--- src/rtl/nanotrade_telem_pkg.sv ---
// rtl/nanotrade_telem_pkg.sv - shared types and frame byte helper for the telemetry event UART
package nanotrade_telem_pkg;
  localparam logic [7:0] SYNC_BYTE   = 8'hA5;
  localparam int         FRAME_BYTES = 7;

  typedef enum logic [2:0] {TX_IDLE, TX_START, TX_DATA, TX_STOP, TX_DONE} tx_state_t;

  typedef struct packed {
    logic [3:0]  ch_idx;
    logic [3:0]  seq;
    logic [7:0]  code;
    logic [7:0]  health;
    logic [15:0] ts;
  } telem_entry_t;

  // Byte idx of a serial frame; the trailing byte is the XOR of the five payload bytes.
  function automatic logic [7:0] frame_byte(input telem_entry_t e, input logic [2:0] idx);
    logic [7:0] b;
    case (idx)
      3'd0:    b = SYNC_BYTE;
      3'd1:    b = {e.ch_idx, e.seq};
      3'd2:    b = e.code;
      3'd3:    b = e.health;
      3'd4:    b = e.ts[15:8];
      3'd5:    b = e.ts[7:0];
      3'd6:    b = {e.ch_idx, e.seq} ^ e.code ^ e.health ^ e.ts[15:8] ^ e.ts[7:0];
      default: b = 8'hFF;
    endcase
    return b;
  endfunction
endpackage

--- src/rtl/telem_sync_fifo.sv ---
// rtl/telem_sync_fifo.sv - show-ahead synchronous FIFO holding captured telemetry events
module telem_sync_fifo #(
  parameter int WIDTH = 48,
  parameter int DEPTH = 8,
  localparam int AW = $clog2(DEPTH)
) (
  input  logic             clk,
  input  logic             rst,
  input  logic             i_push,
  input  logic [WIDTH-1:0] i_wdata,
  input  logic             i_pop,
  output logic [WIDTH-1:0] o_rdata,
  output logic             o_full,
  output logic             o_empty,
  output logic [AW:0]      o_level
);
  logic [WIDTH-1:0] r_mem [DEPTH];
  logic [AW-1:0]    r_wptr;
  logic [AW-1:0]    r_rptr;
  logic [AW:0]      r_level;
  logic             w_do_push;
  logic             w_do_pop;

  assign o_full    = (r_level == (AW+1)'(DEPTH));
  assign o_empty   = (r_level == '0);
  assign o_level   = r_level;
  assign o_rdata   = r_mem[r_rptr];
  assign w_do_pop  = i_pop & ~o_empty;
  // A push at full is accepted only when a pop frees the slot in the same cycle.
  assign w_do_push = i_push & (~o_full | w_do_pop);

  always_ff @(posedge clk) begin
    if (rst) begin
      r_wptr  <= '0;
      r_rptr  <= '0;
      r_level <= '0;
    end else begin
      if (w_do_push) r_wptr <= r_wptr + 1'b1;
      if (w_do_pop)  r_rptr <= r_rptr + 1'b1;
      case ({w_do_push, w_do_pop})
        2'b10:   r_level <= r_level + 1'b1;
        2'b01:   r_level <= r_level - 1'b1;
        default: r_level <= r_level;
      endcase
    end
  end

  always_ff @(posedge clk) begin
    if (w_do_push) r_mem[r_wptr] <= i_wdata;
  end
endmodule

--- src/rtl/telemetry_event_uart.sv ---
// rtl/telemetry_event_uart.sv - alert capture, arbitration, timestamping and 8N1 event framing
module telemetry_event_uart
  import nanotrade_telem_pkg::*;
#(
  parameter int CLK_HZ     = 50_000_000,
  parameter int BAUD       = 115200,
  parameter int NUM_CH     = 4,
  parameter int FIFO_DEPTH = 8,
  parameter int BURST_LEN  = 8
) (
  input  logic                        clk,
  input  logic                        rst,
  input  logic [NUM_CH-1:0]           ch_alert,
  input  logic [8*NUM_CH-1:0]         ch_code,
  input  logic [7:0]                  health,
  input  logic                        enable,
  output logic                        uart_tx,
  output logic                        tx_busy,
  output logic                        frame_done,
  output logic [$clog2(FIFO_DEPTH):0] fifo_level,
  output logic [7:0]                  drop_cnt,
  output logic                        burst_active
);
  localparam int BAUD_DIV = CLK_HZ / BAUD;
  localparam int DIV_W    = $clog2(BAUD_DIV);

  logic [NUM_CH-1:0] r_prev, r_pending;
  logic [3:0]        r_seq;
  logic [15:0]       r_ts;
  logic [7:0]        r_drop, r_burst;
  tx_state_t         r_state, w_state_n;
  telem_entry_t      r_frame, w_entry, w_head;
  logic [2:0]        r_byte_idx, w_byte_n, r_bit_idx, w_bit_n;
  logic [DIV_W-1:0]  r_baud, w_baud_n;

  logic [NUM_CH-1:0] w_rise, w_clear;
  logic              w_grant_vld, w_push, w_pop, w_full, w_empty, w_bit_end;
  logic [3:0]        w_grant_idx;
  logic [7:0]        w_grant_code, w_cur_byte;
  logic [4:0]        w_drop_n;
  logic [8:0]        w_drop_sum;

  always_comb begin
    w_rise       = ch_alert & ~r_prev;
    w_grant_vld  = 1'b0;
    w_grant_idx  = '0;
    w_grant_code = '0;
    // Descending scan so the lowest-index pending channel wins.
    for (int i = NUM_CH - 1; i >= 0; i--) begin
      if (r_pending[i]) begin
        w_grant_vld  = 1'b1;
        w_grant_idx  = 4'(i);
        w_grant_code = ch_code[8*i +: 8];
      end
    end
    w_push   = w_grant_vld & ~w_full;
    w_clear  = '0;
    w_drop_n = '0;
    for (int i = 0; i < NUM_CH; i++) begin
      w_clear[i] = w_push && (w_grant_idx == 4'(i));
      w_drop_n   = w_drop_n + 5'(w_rise[i] & r_pending[i] & ~w_clear[i]);
    end
    w_drop_sum     = {1'b0, r_drop} + {4'b0, w_drop_n};
    w_entry.ch_idx = w_grant_idx;
    w_entry.seq    = r_seq;
    w_entry.code   = w_grant_code;
    w_entry.health = health;
    w_entry.ts     = r_ts;
  end

  always_ff @(posedge clk) begin
    if (rst) begin
      r_prev    <= '1;
      r_pending <= '0;
      r_seq     <= '0;
      r_ts      <= '0;
      r_drop    <= '0;
      r_burst   <= '0;
    end else begin
      r_prev    <= ch_alert;
      r_pending <= (r_pending & ~w_clear) | w_rise;
      r_ts      <= r_ts + 16'd1;
      if (w_push) r_seq <= r_seq + 4'd1;
      r_drop    <= w_drop_sum[8] ? 8'hFF : w_drop_sum[7:0];
      r_burst   <= w_push ? 8'(BURST_LEN) : ((r_burst != 8'd0) ? r_burst - 8'd1 : 8'd0);
    end
  end

  telem_sync_fifo #(.WIDTH($bits(telem_entry_t)), .DEPTH(FIFO_DEPTH)) u_fifo (
    .clk     (clk),
    .rst     (rst),
    .i_push  (w_push),
    .i_wdata (w_entry),
    .i_pop   (w_pop),
    .o_rdata (w_head),
    .o_full  (w_full),
    .o_empty (w_empty),
    .o_level (fifo_level)
  );

  always_ff @(posedge clk) begin
    if (rst) begin
      r_state    <= TX_IDLE;
      r_byte_idx <= '0;
      r_bit_idx  <= '0;
      r_baud     <= '0;
      r_frame    <= '0;
    end else begin
      r_state    <= w_state_n;
      r_byte_idx <= w_byte_n;
      r_bit_idx  <= w_bit_n;
      r_baud     <= w_baud_n;
      if (w_pop) r_frame <= w_head;
    end
  end

  always_comb begin
    w_state_n  = r_state;
    w_pop      = 1'b0;
    w_byte_n   = r_byte_idx;
    w_bit_n    = r_bit_idx;
    w_baud_n   = r_baud + 1'b1;
    w_bit_end  = (r_baud == DIV_W'(BAUD_DIV - 1));
    w_cur_byte = frame_byte(r_frame, r_byte_idx);
    uart_tx    = 1'b1;
    tx_busy    = 1'b0;
    frame_done = 1'b0;
    case (r_state)
      TX_IDLE, TX_DONE: begin
        frame_done = (r_state == TX_DONE);
        w_baud_n   = '0;
        w_state_n  = TX_IDLE;
        if (~w_empty && enable) begin
          w_pop     = 1'b1;
          w_byte_n  = '0;
          w_state_n = TX_START;
        end
      end
      TX_START: begin
        uart_tx = 1'b0;
        tx_busy = 1'b1;
        if (w_bit_end) begin
          w_baud_n  = '0;
          w_bit_n   = '0;
          w_state_n = TX_DATA;
        end
      end
      TX_DATA: begin
        uart_tx = w_cur_byte[r_bit_idx];
        tx_busy = 1'b1;
        if (w_bit_end) begin
          w_baud_n = '0;
          if (r_bit_idx == 3'd7) w_state_n = TX_STOP;
          else                   w_bit_n   = r_bit_idx + 3'd1;
        end
      end
      TX_STOP: begin
        tx_busy = 1'b1;
        if (w_bit_end) begin
          w_baud_n = '0;
          if (r_byte_idx == 3'(FRAME_BYTES - 1)) begin
            w_state_n = TX_DONE;
          end else begin
            w_byte_n  = r_byte_idx + 3'd1;
            w_state_n = TX_START;
          end
        end
      end
      default: w_state_n = TX_IDLE;
    endcase
  end

  assign drop_cnt     = r_drop;
  assign burst_active = (r_burst != 8'd0);
endmodule
--- config.mk ---
export PLATFORM = sky130hd
export DESIGN_NAME = telemetry_event_uart
export DESIGN_NICKNAME = d
export VERILOG_FILES = /design/src/rtl/nanotrade_telem_pkg.sv /design/src/rtl/telem_sync_fifo.sv /design/src/rtl/telemetry_event_uart.sv
export SDC_FILE = /design/constraint.sdc
export NUM_CORES = 1
export LEC_CHECK = 0
export CORE_MARGIN = 2
export CORE_UTILIZATION = 45
export DETAILED_ROUTE_END_ITERATION = 6
export GPL_TIMING_DRIVEN = 0
export PLACE_DENSITY = 0.69
export SYNTH_ARGS = -nofsm -noshare
export SYNTH_HDL_FRONTEND = slang
export SYNTH_SLANG_ARGS = --single-unit
--- constraint.sdc ---
create_clock -name clk -period 16 [get_ports clk]
set_input_delay 1.6 -clock clk [delete_from_list [all_inputs] [get_ports clk]]
set_output_delay 1.6 -clock clk [all_outputs]
set_load 0.1 [all_outputs]
After elaboration in Yosys (flattened, before gate mapping)
Memory sizes are Yosys's and may differ from the RTL's. A register that Yosys moved wholly into a read port is not among the register bits.
Index checks and enable logic that the tools add are counted.
{"block": "op_classes", "addsub": 14, "eq_ne": 25, "n_mux": 43, "bitwise": 28, "magnitude_cmp": 1, "reduce_logical": 19}
{"cell": "$pmux W8 S7", "n": 1}
{"cell": "$mux W8", "n": 5}
{"cell": "$mux W3", "n": 11}
{"cell": "$xor A8 B8 Y8", "n": 4}
{"cell": "$and A1 B5 Y5", "n": 4}
{"cell": "$mux W4", "n": 5}
{"cell": "$not A1 Y5", "n": 4}
{"cell": "$pmux W9 S2", "n": 1}
{"cell": "$add A16 B1 Y16 const B", "n": 1}
{"cell": "$add A5 B5 Y5", "n": 3}
{"cell": "$eq A3 B3 Y1 const B", "n": 5}
{"cell": "$ne A2 B2 Y1 const B", "n": 7}
{"cell": "$add A3 B1 Y3 const B", "n": 4}
{"cell": "$eq A3 B2 Y1 const B", "n": 4}
{"cell": "$mux W1", "n": 12}
{"cell": "$pmux W3 S2", "n": 2}
{"cell": "$pmux W3 S4", "n": 1}
{"cell": "$reduce_and A4 Y1", "n": 3}
{"cell": "$add A8 B5 Y9", "n": 1}
{"cell": "$add A9 B1 Y9 const B", "n": 1}
{"cell": "$eq A9 B9 Y1 const B", "n": 1}
{"cell": "$mux W9", "n": 1}
{"cell": "$add A4 B1 Y4 const B", "n": 2}
{"cell": "$and A4 B4 Y4", "n": 2}
{"cell": "25 further kinds", "n": 45}
{"block": "word_totals", "in_bits": 47, "register_bits": 72, "memories": 1, "out_inout_bits": 16, "ramBits": 320}
{"memory": "u_fifo.r_mem", "words": 8, "word_bits": 40, "read_ports": 1, "rd_ports_with_merged_regs": 1, "write_ports": 1, "line": "telem_sync_fifo.sv:17", "rtl": "logic [WIDTH-1:0] r_mem [DEPTH];"}

Logic depth before layout (Yosys ltp)
Gate-level depths: netlist of run 1.
{"block": "depth", "ltp_word": 13, "ltp_mapped": 15, "depth_no_buf": 15}

Cells and area by module
A second synthesis of run 1 with hierarchy kept.
{"block": "unflattened", "hier_cells": 1164, "area_unflattened_um2": 18222.5}
{"mod": "telem_sync_fifo", "n_inst": 1, "seq_area_each_um2": 9869.5, "area_each_um2": 13025.0, "cells_each": 545}
{"mod": "telemetry_event_uart", "n_inst": 1, "seq_area_each_um2": 2042.0, "area_each_um2": 5197.5, "cells_each": 619}

Least setup slack after synthesis of run 1
OpenSTA, ideal clock, no wires.
{"block": "synth_timing", "kind": "reg-to-reg", "start": "register u_fifo.r_level[0] (netlist: u_fifo.o_level[0])", "end": "memory u_fifo.r_mem[2][0] (netlist name) (enable)", "slack_ns": 9.872, "setup_ns": 0.542, "synth_period_minus_slack_ns": 6.128, "t_arrival_ns": 5.586, "path_stages_with_launch": 6, "required_time_ns": 15.458, "path_cell_list": "dfxtp_1 or3_4 nor2_2 a21oi_1 inv_2 nor4b_1"}
{"block": "synth_via", "elab_chain_cells": 10, "word_cells_on_any_way": 13, "classes_between": "eq/ne (1); mux (4); bitwise (6); reduce/logical (2)"}
{"element": "from (decl)", "line": "telem_sync_fifo.sv:20", "rtl": "logic [AW:0] r_level;"}
{"element": "from (signal assigned)", "line": "telem_sync_fifo.sv:41", "rtl": "2'b10: r_level <= r_level + 1'b1;"}
{"element": "from (signal assigned)", "line": "telem_sync_fifo.sv:42", "rtl": "2'b01: r_level <= r_level - 1'b1;"}
{"element": "from (signal assigned)", "line": "telem_sync_fifo.sv:43", "rtl": "default: r_level <= r_level;"}
{"element": "$logic_not A4 Y1", "line": "telem_sync_fifo.sv:25", "rtl": "assign o_empty = (r_level == '0);"}
{"element": "$not A1 Y1", "line": "telem_sync_fifo.sv:28, telemetry_event_uart.sv:133"}
{"element": "$logic_and A1 B1 Y1", "line": "telemetry_event_uart.sv:133", "rtl": "if (~w_empty && enable) begin"}
{"element": "$mux W1", "line": "telemetry_event_uart.sv:133"}
{"element": "$mux W1", "line": "telemetry_event_uart.sv:128", "rtl": "case (r_state)"}
{"element": "$and A1 B1 Y1", "line": "telem_sync_fifo.sv:28", "rtl": "assign w_do_pop = i_pop & ~o_empty;"}
{"element": "$or A1 B1 Y1", "line": "telem_sync_fifo.sv:30", "rtl": "assign w_do_push = i_push & (~o_full | w_do_pop);"}
{"element": "$and A1 B1 Y1 *", "line": "telem_sync_fifo.sv:30"}
{"element": "$mux W1 *", "line": "telem_sync_fifo.sv:49", "rtl": "if (w_do_push) r_mem[r_wptr] <= i_wdata;"}
{"element": "$mux W1 (not written as such) *", "line": "telem_sync_fifo.sv:49"}
{"element": "to (decl)", "line": "telem_sync_fifo.sv:17"}
Mark *: on every way between the ends. The rest lies on a longest branch, timed or not.

Worst setup path after layout of run 1
{"block": "layout_timing", "start": "register r_byte_idx[0]", "end": "output port uart_tx"}
{"block": "layout_via", "elab_chain_cells": 5, "word_cells_on_any_way": 11, "classes_between": "eq/ne (6); mux (4); reduce/logical (1)"}
{"element": "from (decl)", "line": "telemetry_event_uart.sv:33", "rtl": "logic [2:0] r_byte_idx, w_byte_n, r_bit_idx, w_bit_n;"}
{"element": "from (signal assigned)", "line": "telemetry_event_uart.sv:110", "rtl": "r_byte_idx <= w_byte_n;"}
{"element": "$eq A3 B3 Y1 (tied with other cells)", "line": "nanotrade_telem_pkg.sv:19", "rtl": "case (idx)"}
{"element": "$pmux W8 S7 *", "line": "nanotrade_telem_pkg.sv:19"}
{"element": "$bmux W1 S3 *", "line": "telemetry_event_uart.sv:149", "rtl": "uart_tx = w_cur_byte[r_bit_idx];"}
{"element": "$mux W1 (not written as such) *", "line": "telemetry_event_uart.sv:149"}
{"element": "$pmux W1 S2 *", "line": "telemetry_event_uart.sv:128"}
{"element": "to (decl)", "line": "telemetry_event_uart.sv:17", "rtl": "output logic uart_tx,"}
Mark *: on every way between the ends. The rest lies on a longest branch, timed or not. The select of a mux whose other input is x is not followed.

==> impl_metrics.env, run 1 <==
export IMPL_layout_setup_ws_ps=10740
export IMPL_drtIter0Drc=900
export IMPL_synth_nets=1165
export IMPL_grt_antenna_before_repair=0
export IMPL_yosys_area_top_type_share_pct=53.9
export IMPL_port_buffers=62
export IMPL_hp_class="flip-flop to flip-flop"
export IMPL_drc=0
export IMPL_cp_start_kind="flip-flop"
export IMPL_synth_avg_cell_area_sq_um=15.5
export IMPL_yosysTopAreaCell="edfxtp_1"
export IMPL_clk_path_buf_depth=3
export IMPL_die_h_microns=198
export IMPL_reg2reg_depth=15
export IMPL_synth_common_cells="304 x edfxtp_1, 113 x nor2_1, 110 x dfxtp_1"
export IMPL_grt_usage_pct=19.1
export IMPL_start_util_pct=45.3
export IMPL_max_vdd_ir_drop_v=0.0000718
export IMPL_syn_instance_count=1093
export IMPL_root_buffer="clkbuf_16"
export IMPL_fin_nets=1308
export IMPL_synth_seq_area_share_pct=66.9
export IMPL_postCtsSetupBuffers=0
export IMPL_cts_made_buffers=41
export IMPL_holdWs_ps=436
export IMPL_endpoint="uart_tx"
export IMPL_drive_gt1_share_pct=19.2
export IMPL_r2r_end="drop_cnt[0]$_SDFF_PP0_"
export IMPL_yosys_register_bits=414
export IMPL_netSwitchingFraction_pct=29.0
export IMPL_synth_distinct_cells=67
export IMPL_clock_sinks=414
export IMPL_grt_max_degree=22
export IMPL_critPathMaxFanout=10
export IMPL_cts_tree="built"
export IMPL_firstDrtPassIters=7
export IMPL_place_ws_ps=10890
export IMPL_ys_warn_count=0
export IMPL_cts_htree_levels=2
export IMPL_crit_start="r_byte_idx[0]$_SDFFE_PP0P_"
export IMPL_end_kind="output port"
export IMPL_hold_viol_final=0
export IMPL_num_vias=9691
export IMPL_p_total_mw=2.96
export IMPL_synth_edf_count=304
export IMPL_post_cts_resized=0
export IMPL_path_clk_slew_ps=60
export IMPL_synth_area_sq_um=16900
export IMPL_core_sq_um=37400
export IMPL_max_cap_violations=0
export IMPL_setup_violations=0
export IMPL_grt_pass1_vias=9687
export IMPL_yosys_top_cells_area="edfxtp_1 54%, dfxtp_1 13%, mux4_2 10%"
export IMPL_combPwrFrac_pct=24.3
export IMPL_ant_nets=0
export IMPL_boundaryPins=63
export IMPL_status="finished, final reports clean"
export IMPL_clock_fmax_ghz=0.190
export IMPL_p_leak_nw=6.49
export IMPL_clockPowerShare_pct=31.5
export IMPL_min_delay_start="r_burst[0]$_SDFF_PP0_"
export IMPL_gr_total_overflow=0
export IMPL_min_path_cells=1
export IMPL_finalClockSkew_ps=22.0
export IMPL_synthFlopType="edfxtp_1"
export IMPL_die_area_sq_um=39200
export IMPL_p_int_mw=2.10
export IMPL_rsz0062_at_grt="false"
export IMPL_hpwlAfterDp_mm=25.4
export IMPL_core_rowCount=71
export IMPL_ctsHoldBuffers=0
export IMPL_period_needed_ps=5260
export IMPL_slew_violations=0
export IMPL_r2r_start="u_fifo.o_level[0]$_SDFFE_PP0P_"
export IMPL_fin_crit_sh_pct=32.9
export IMPL_wl_per_cell_microns=20.5
export IMPL_async_flop_share_pct=0
export IMPL_clkLatencyLatePin_ps=540
export IMPL_setup_tns_final_ps=0
export IMPL_syn2layout_area_growth_pct=17.8
export IMPL_worst_ep_arrival_time_ps=3660
export IMPL_cellPowerDensity_nw_per_um2=148
export IMPL_yosysMostFrequentCell="edfxtp_1"
export IMPL_vias_per_cell=5.44
export IMPL_die_w_microns=198
export IMPL_worstSetupPathType="flip-flop to output port"
export IMPL_grt_pass1_wl_mm=56.2
export IMPL_pwr_share_seq_pct=44.2
export IMPL_tightestPinTransition_ps=1220
export IMPL_relSlewSlack_pct=17.8
export IMPL_p_switching_uw=859
export IMPL_finalWeightedCongestion=0.888
export IMPL_r2r_setup_slack_ps=12000
export IMPL_cp_data_required_time_ps=14400
export IMPL_wirelength_mm=36.6
-- metrics by stage --
| stage | instance area (sq um) | cells | util [%] |
|---|---|---|---|
| final | 20000 | 1780 | 53.4 |
| after detailed placement | 18600 | 1704 | 49.8 |
| after CTS | 20000 | 1779 | 53.4 |
| after floorplan | 16900 | 1093 | - |
| after global routing | 20000 | 1779 | 53.4 |
| after global placement | 18200 | 1666 | 48.7 |
-- flip-flops by register name, indices dropped and copies added (netlist names), 4 cells and up --
name,cells
r_pending,4
u_fifo.o_level,4
r_burst,8
r_ts,16
r_frame,38
drop_cnt,8
r_prev,4
r_baud,9
r_seq,4
u_fifo.r_mem,304
-- power by group through the flow --
| stage | clock (mW) | sequential (mW) | combinational, mW |
|---|---|---|---|
| 3_3_place_gp | 0 | 1.33 | 0.709 |
| 4_1_cts | 0.947 | 1.31 | 0.733 |
| 2_1_floorplan | 0 | 1.33 | 0.539 |
| 5_1_grt | 0.990 | 1.32 | 0.788 |
| 3_5_place_dp | 0 | 1.33 | 0.728 |
| 6_report | 0.932 | 1.31 | 0.721 |
-- metal layers --
layer	vias up	wire, microns	global-route usage (%)
met3	57	2010	2.84
met5	-	0	0
met4	0	813	5.65
met2	266	17500	31.9
li1	4475	-	-
met1	4893	16300	26.2
-- how the worst min path moves through the flow --
stage | endpoint | slack, ps
after floorplan | r_burst[0]$_SDFF_PP0_ | 410
after global placement | r_burst[0]$_SDFF_PP0_ | 430
after detailed placement | r_burst[0]$_SDFF_PP0_ | 430
after CTS | r_burst[0]$_SDFF_PP0_ | 440
after global routing | r_burst[0]$_SDFF_PP0_ | 450
final | r_burst[0]$_SDFF_PP0_ | 440
-- cells in the final DEF, fill, tap and decap left out, types with 32 or more instances in the layout --
cell type | netlist | layout
a211oi_1 | 41 | 41
a21oi_1 | 43 | 43
clkbuf_1 | 27 | 32
clkbuf_16 | 0 | 44
clkdlybuf4s50_1 | 0 | 62
dfxtp_1 | 110 | 110
edfxtp_1 | 304 | 304
mux2i_1 | 41 | 41
mux4_2 | 76 | 76
nand2_1 | 35 | 35
nor2_1 | 113 | 112
xnor2_1 | 43 | 43
-- worst max-delay path, stage by stage, from the launching register on --
cell and delay [ps]:
dfxtp_1 340, inv_1 110, ha_1 210, buf_2 240
nand2_1 250, o21a_1 250, o311ai_1 300, a41o_1 220
clkdlybuf4s50_1 1190
-- layout make-up --
| cell class | instances | area (sq um) |
|---|---|---|
| Timing Repair Buffer | 100 | 1000 |
| Antenna cell | 1 | 2.50 |
| Clock buffer | 54 | 1170 |
| Buffer | 61 | 308 |
| Inverter | 22 | 82.6 |
| Clock inverter | 21 | 160 |
| Sequential cell | 414 | 11300 |
| Tap cell | 511 | 639 |
| Fill cell | 3033 | 17400 |
| Multi-Input combinational cell | 596 | 5260 |
-- kinds of logic after synthesis --
group           Yosys count  share of synthesized area [%]
fa+ha+maj                25                           1.98
xor+xnor                 68                           3.52
mux                     120                           12.7
compound gates          148                           5.80
simple gates            235                           6.77
flops                   414                           66.9
buf+inv                  83                           2.30
(Power assumes the default switching activity.)
==> inputs of run 2 (changes only) <==
Settings changed: PLACE_DENSITY 0.69 to 0.71.
Clock period 16 ns to 4.4 ns, I/O delays scaled along.
==> run 2 against run 1 <==
  * Sequential power grew to 3.6 times the previous value
  * Worst hold slack improved by 2.7 ps
  * Sequential share of layout area decreased by 0.44 points
  * Via count increased by 0.10%
  * Register-to-register slack worse by 12000 ps
  * Clock power grew to 3.9 times the previous value
  * Clock-buffer cell count stayed put
  * Sequential cell count stayed put
  * Global-route usage rose by 0.17 points
  * Total power rose to 3.7 times the previous value
  * Routed wire length up 0.84%
  * Non-clock buffer count down 17
==> impl_metrics.env, run 2 (synthesis results as in run 1) <==
export IMPL_postCtsSetupBuffers=0
export IMPL_fin_crit_sh_pct=93.7
export IMPL_path_buf_inv=4
export IMPL_nFillCells=2957
export IMPL_p_switching_mw=3.21
export IMPL_die_h_microns=198
export IMPL_cp_cell_sequence="buf_2 -> inv_1 -> ha_1 -> clkbuf_1 -> a211oi_1 -> o21a_1 -> o311ai_1 -> a41o_1 -> clkdlybuf4s50_1"
export IMPL_hpwlAfterDp_mm=25.0
export IMPL_cp_start_kind="flip-flop"
export IMPL_wirelength_mm=36.9
export IMPL_p_total_mw=11.0
export IMPL_relSlewSlack_pct=17.6
export IMPL_fin_nets=1292
export IMPL_netSwitchingFraction_pct=29.1
export IMPL_cp_slowest_cell="clkdlybuf4s50_1"
export IMPL_drc=0
export IMPL_grt_pass1_wl_mm=57.2
export IMPL_max_cap_violations=0
export IMPL_syn2layout_area_growth_pct=18.8
export IMPL_combPwrFrac_pct=24.0
export IMPL_firstDrtPassIters=5
export IMPL_start_util_pct=45.3
export IMPL_clockPowerShare_pct=32.7
export IMPL_cpPeakStageDelay_ps=1180
export IMPL_gr_total_overflow=0
export IMPL_holdWs_ps=439
export IMPL_port_buffers=62
export IMPL_cp_top_family="buffers and inverters"
export IMPL_ff_latch_area_sq_um=11300
export IMPL_clk_path_buf_depth=3
export IMPL_wl_per_cell_microns=20.9
export IMPL_grt_pass1_vias=9968
export IMPL_stdcell_area_sq_um=20100
export IMPL_p_leak_nw=6.45
export IMPL_cts_made_buffers=42
export IMPL_hold_viol_final=0
export IMPL_grt_max_degree=24
export IMPL_finalClockSkew_ps=22.7
export IMPL_cts_htree_levels=2
export IMPL_ant_nets=0
export IMPL_clkLatencyLatePin_ps=560
export IMPL_tightestPinTransition_ps=1230
export IMPL_setup_violations=0
export IMPL_worst_ep_arrival_time_ps=3680
export IMPL_cp_data_required_time_ps=3960
export IMPL_rsz0062_at_grt="false"
export IMPL_largest_register_ff_count=304
export IMPL_placed_area_sq_um=18700
export IMPL_dpl_cell_count=1687
export IMPL_cts_tree="built"
export IMPL_finalWeightedCongestion=0.888
export IMPL_core_rowCount=71
export IMPL_reg_top3="u_fifo.r_mem: 304 flops, r_frame: 38 flops, r_ts: 16 flops"
export IMPL_period_needed_ps=4120
export IMPL_grt_antenna_before_repair=0
export IMPL_grt_usage_pct=19.3
export IMPL_critPathMaxFanout=9
export IMPL_slew_violations=0
export IMPL_ctsHoldBuffers=0
export IMPL_cellPowerDensity_nw_per_um2=548
export IMPL_max_vdd_ir_drop_v=0.000306
export IMPL_die_w_microns=198
export IMPL_clock_sinks=414
export IMPL_fin_util_pct=53.8
export IMPL_worstSetupPathType="flip-flop to output port"
export IMPL_pwr_share_seq_pct=43.3
export IMPL_final_cells=1764
export IMPL_vias_per_cell=5.50
export IMPL_final_common_cell="edfxtp_1"
export IMPL_root_buffer="clkbuf_16"
export IMPL_clock_fmax_ghz=0.242
export IMPL_die_area_sq_um=39200
export IMPL_drtIter0Drc=791
export IMPL_regMostFlops="u_fifo.r_mem"
export IMPL_end_kind="output port"
export IMPL_hp_class="flip-flop to flip-flop"
export IMPL_diodes=0
export IMPL_post_cts_resized=0
export IMPL_boundaryPins=63
export IMPL_most_common_layout_cells="304 x edfxtp_1, 112 x nor2_1, 110 x dfxtp_1"
export IMPL_drive_gt1_share_pct=18.2
export IMPL_p_int_mw=7.81
export IMPL_core_sq_um=37400
export IMPL_path_clk_slew_ps=60
export IMPL_status="finished, final reports clean"
export IMPL_multiInputGateArea_sq_um=5310
export IMPL_num_vias=9701
## run 2: changes by cell type in the layout (fill, tap and decap cells not counted), sizes merged
cell and delta:
diode -1, clkinvlp +4, bufinv +3, clkinv -5
buf -17
## run 2: final cells by class
cell class	count	area share (%)
buffer	61	1.53
inverter	22	0.410
timing repair buffer	83	5.08
tap	511	3.18
clock buffer	54	5.70
sequential	414	56.3
clock inverter	23	1.39
multi-input combinational	596	26.4
## run 2: power by group through the flow
| stage | sequential [mW] | clock, mW | combinational [mW] |
|---|---|---|---|
| floorplan | 4.84 | 0 | 1.96 |
| global placement | 4.84 | 0 | 2.57 |
| detailed placement | 4.84 | 0 | 2.66 |
| CTS | 4.76 | 3.66 | 2.68 |
| global route | 4.80 | 3.83 | 2.88 |
| finish | 4.77 | 3.61 | 2.64 |
## run 2: worst paths after layout
path | start | to | slack [ps] | cells past startpoint
setup / recovery | r_byte_idx[2]$_SDFFE_PP0P_ | uart_tx | 280 | 9
hold / removal | r_burst[0]$_SDFF_PP0_ | r_burst[0]$_SDFF_PP0_ | 440 | 1
setup reg to reg | u_fifo.o_level[0]$_SDFFE_PP0P_ | drop_cnt[0]$_SDFF_PP0_ | 410 | 15
hold reg to reg | r_burst[0]$_SDFF_PP0_ | r_burst[0]$_SDFF_PP0_ | 440 | 1
## run 2: per-layer routing
| metal | GRT usage [%] | wire, microns | up-vias |
|---|---|---|---|
| li1 | - | - | 4442 |
| met1 | 25.5 | 15900 | 4923 |
| met2 | 32.8 | 18000 | 272 |
| met3 | 2.83 | 1830 | 64 |
| met4 | 6.71 | 1150 | 0 |
| met5 | 0 | 0 | - |
## run 2: through the flow
step | setup TNS (ps) | setup WS, ps
2_1_floorplan | 0 | 161
3_3_place_gp | -216930 | -1630
3_5_place_dp | 0 | 474
4_1_cts | 0 | 305
5_1_grt | 0 | 51.9
6_report | 0 | 276
==> inputs of run 3 (changes only) <==
Settings changed: SETUP_SLACK_MARGIN set to 0.02, SLEW_MARGIN set to 0.
==> results of run 3 <==
No change in the layout: final DEF, timing and power equal those of run 2.
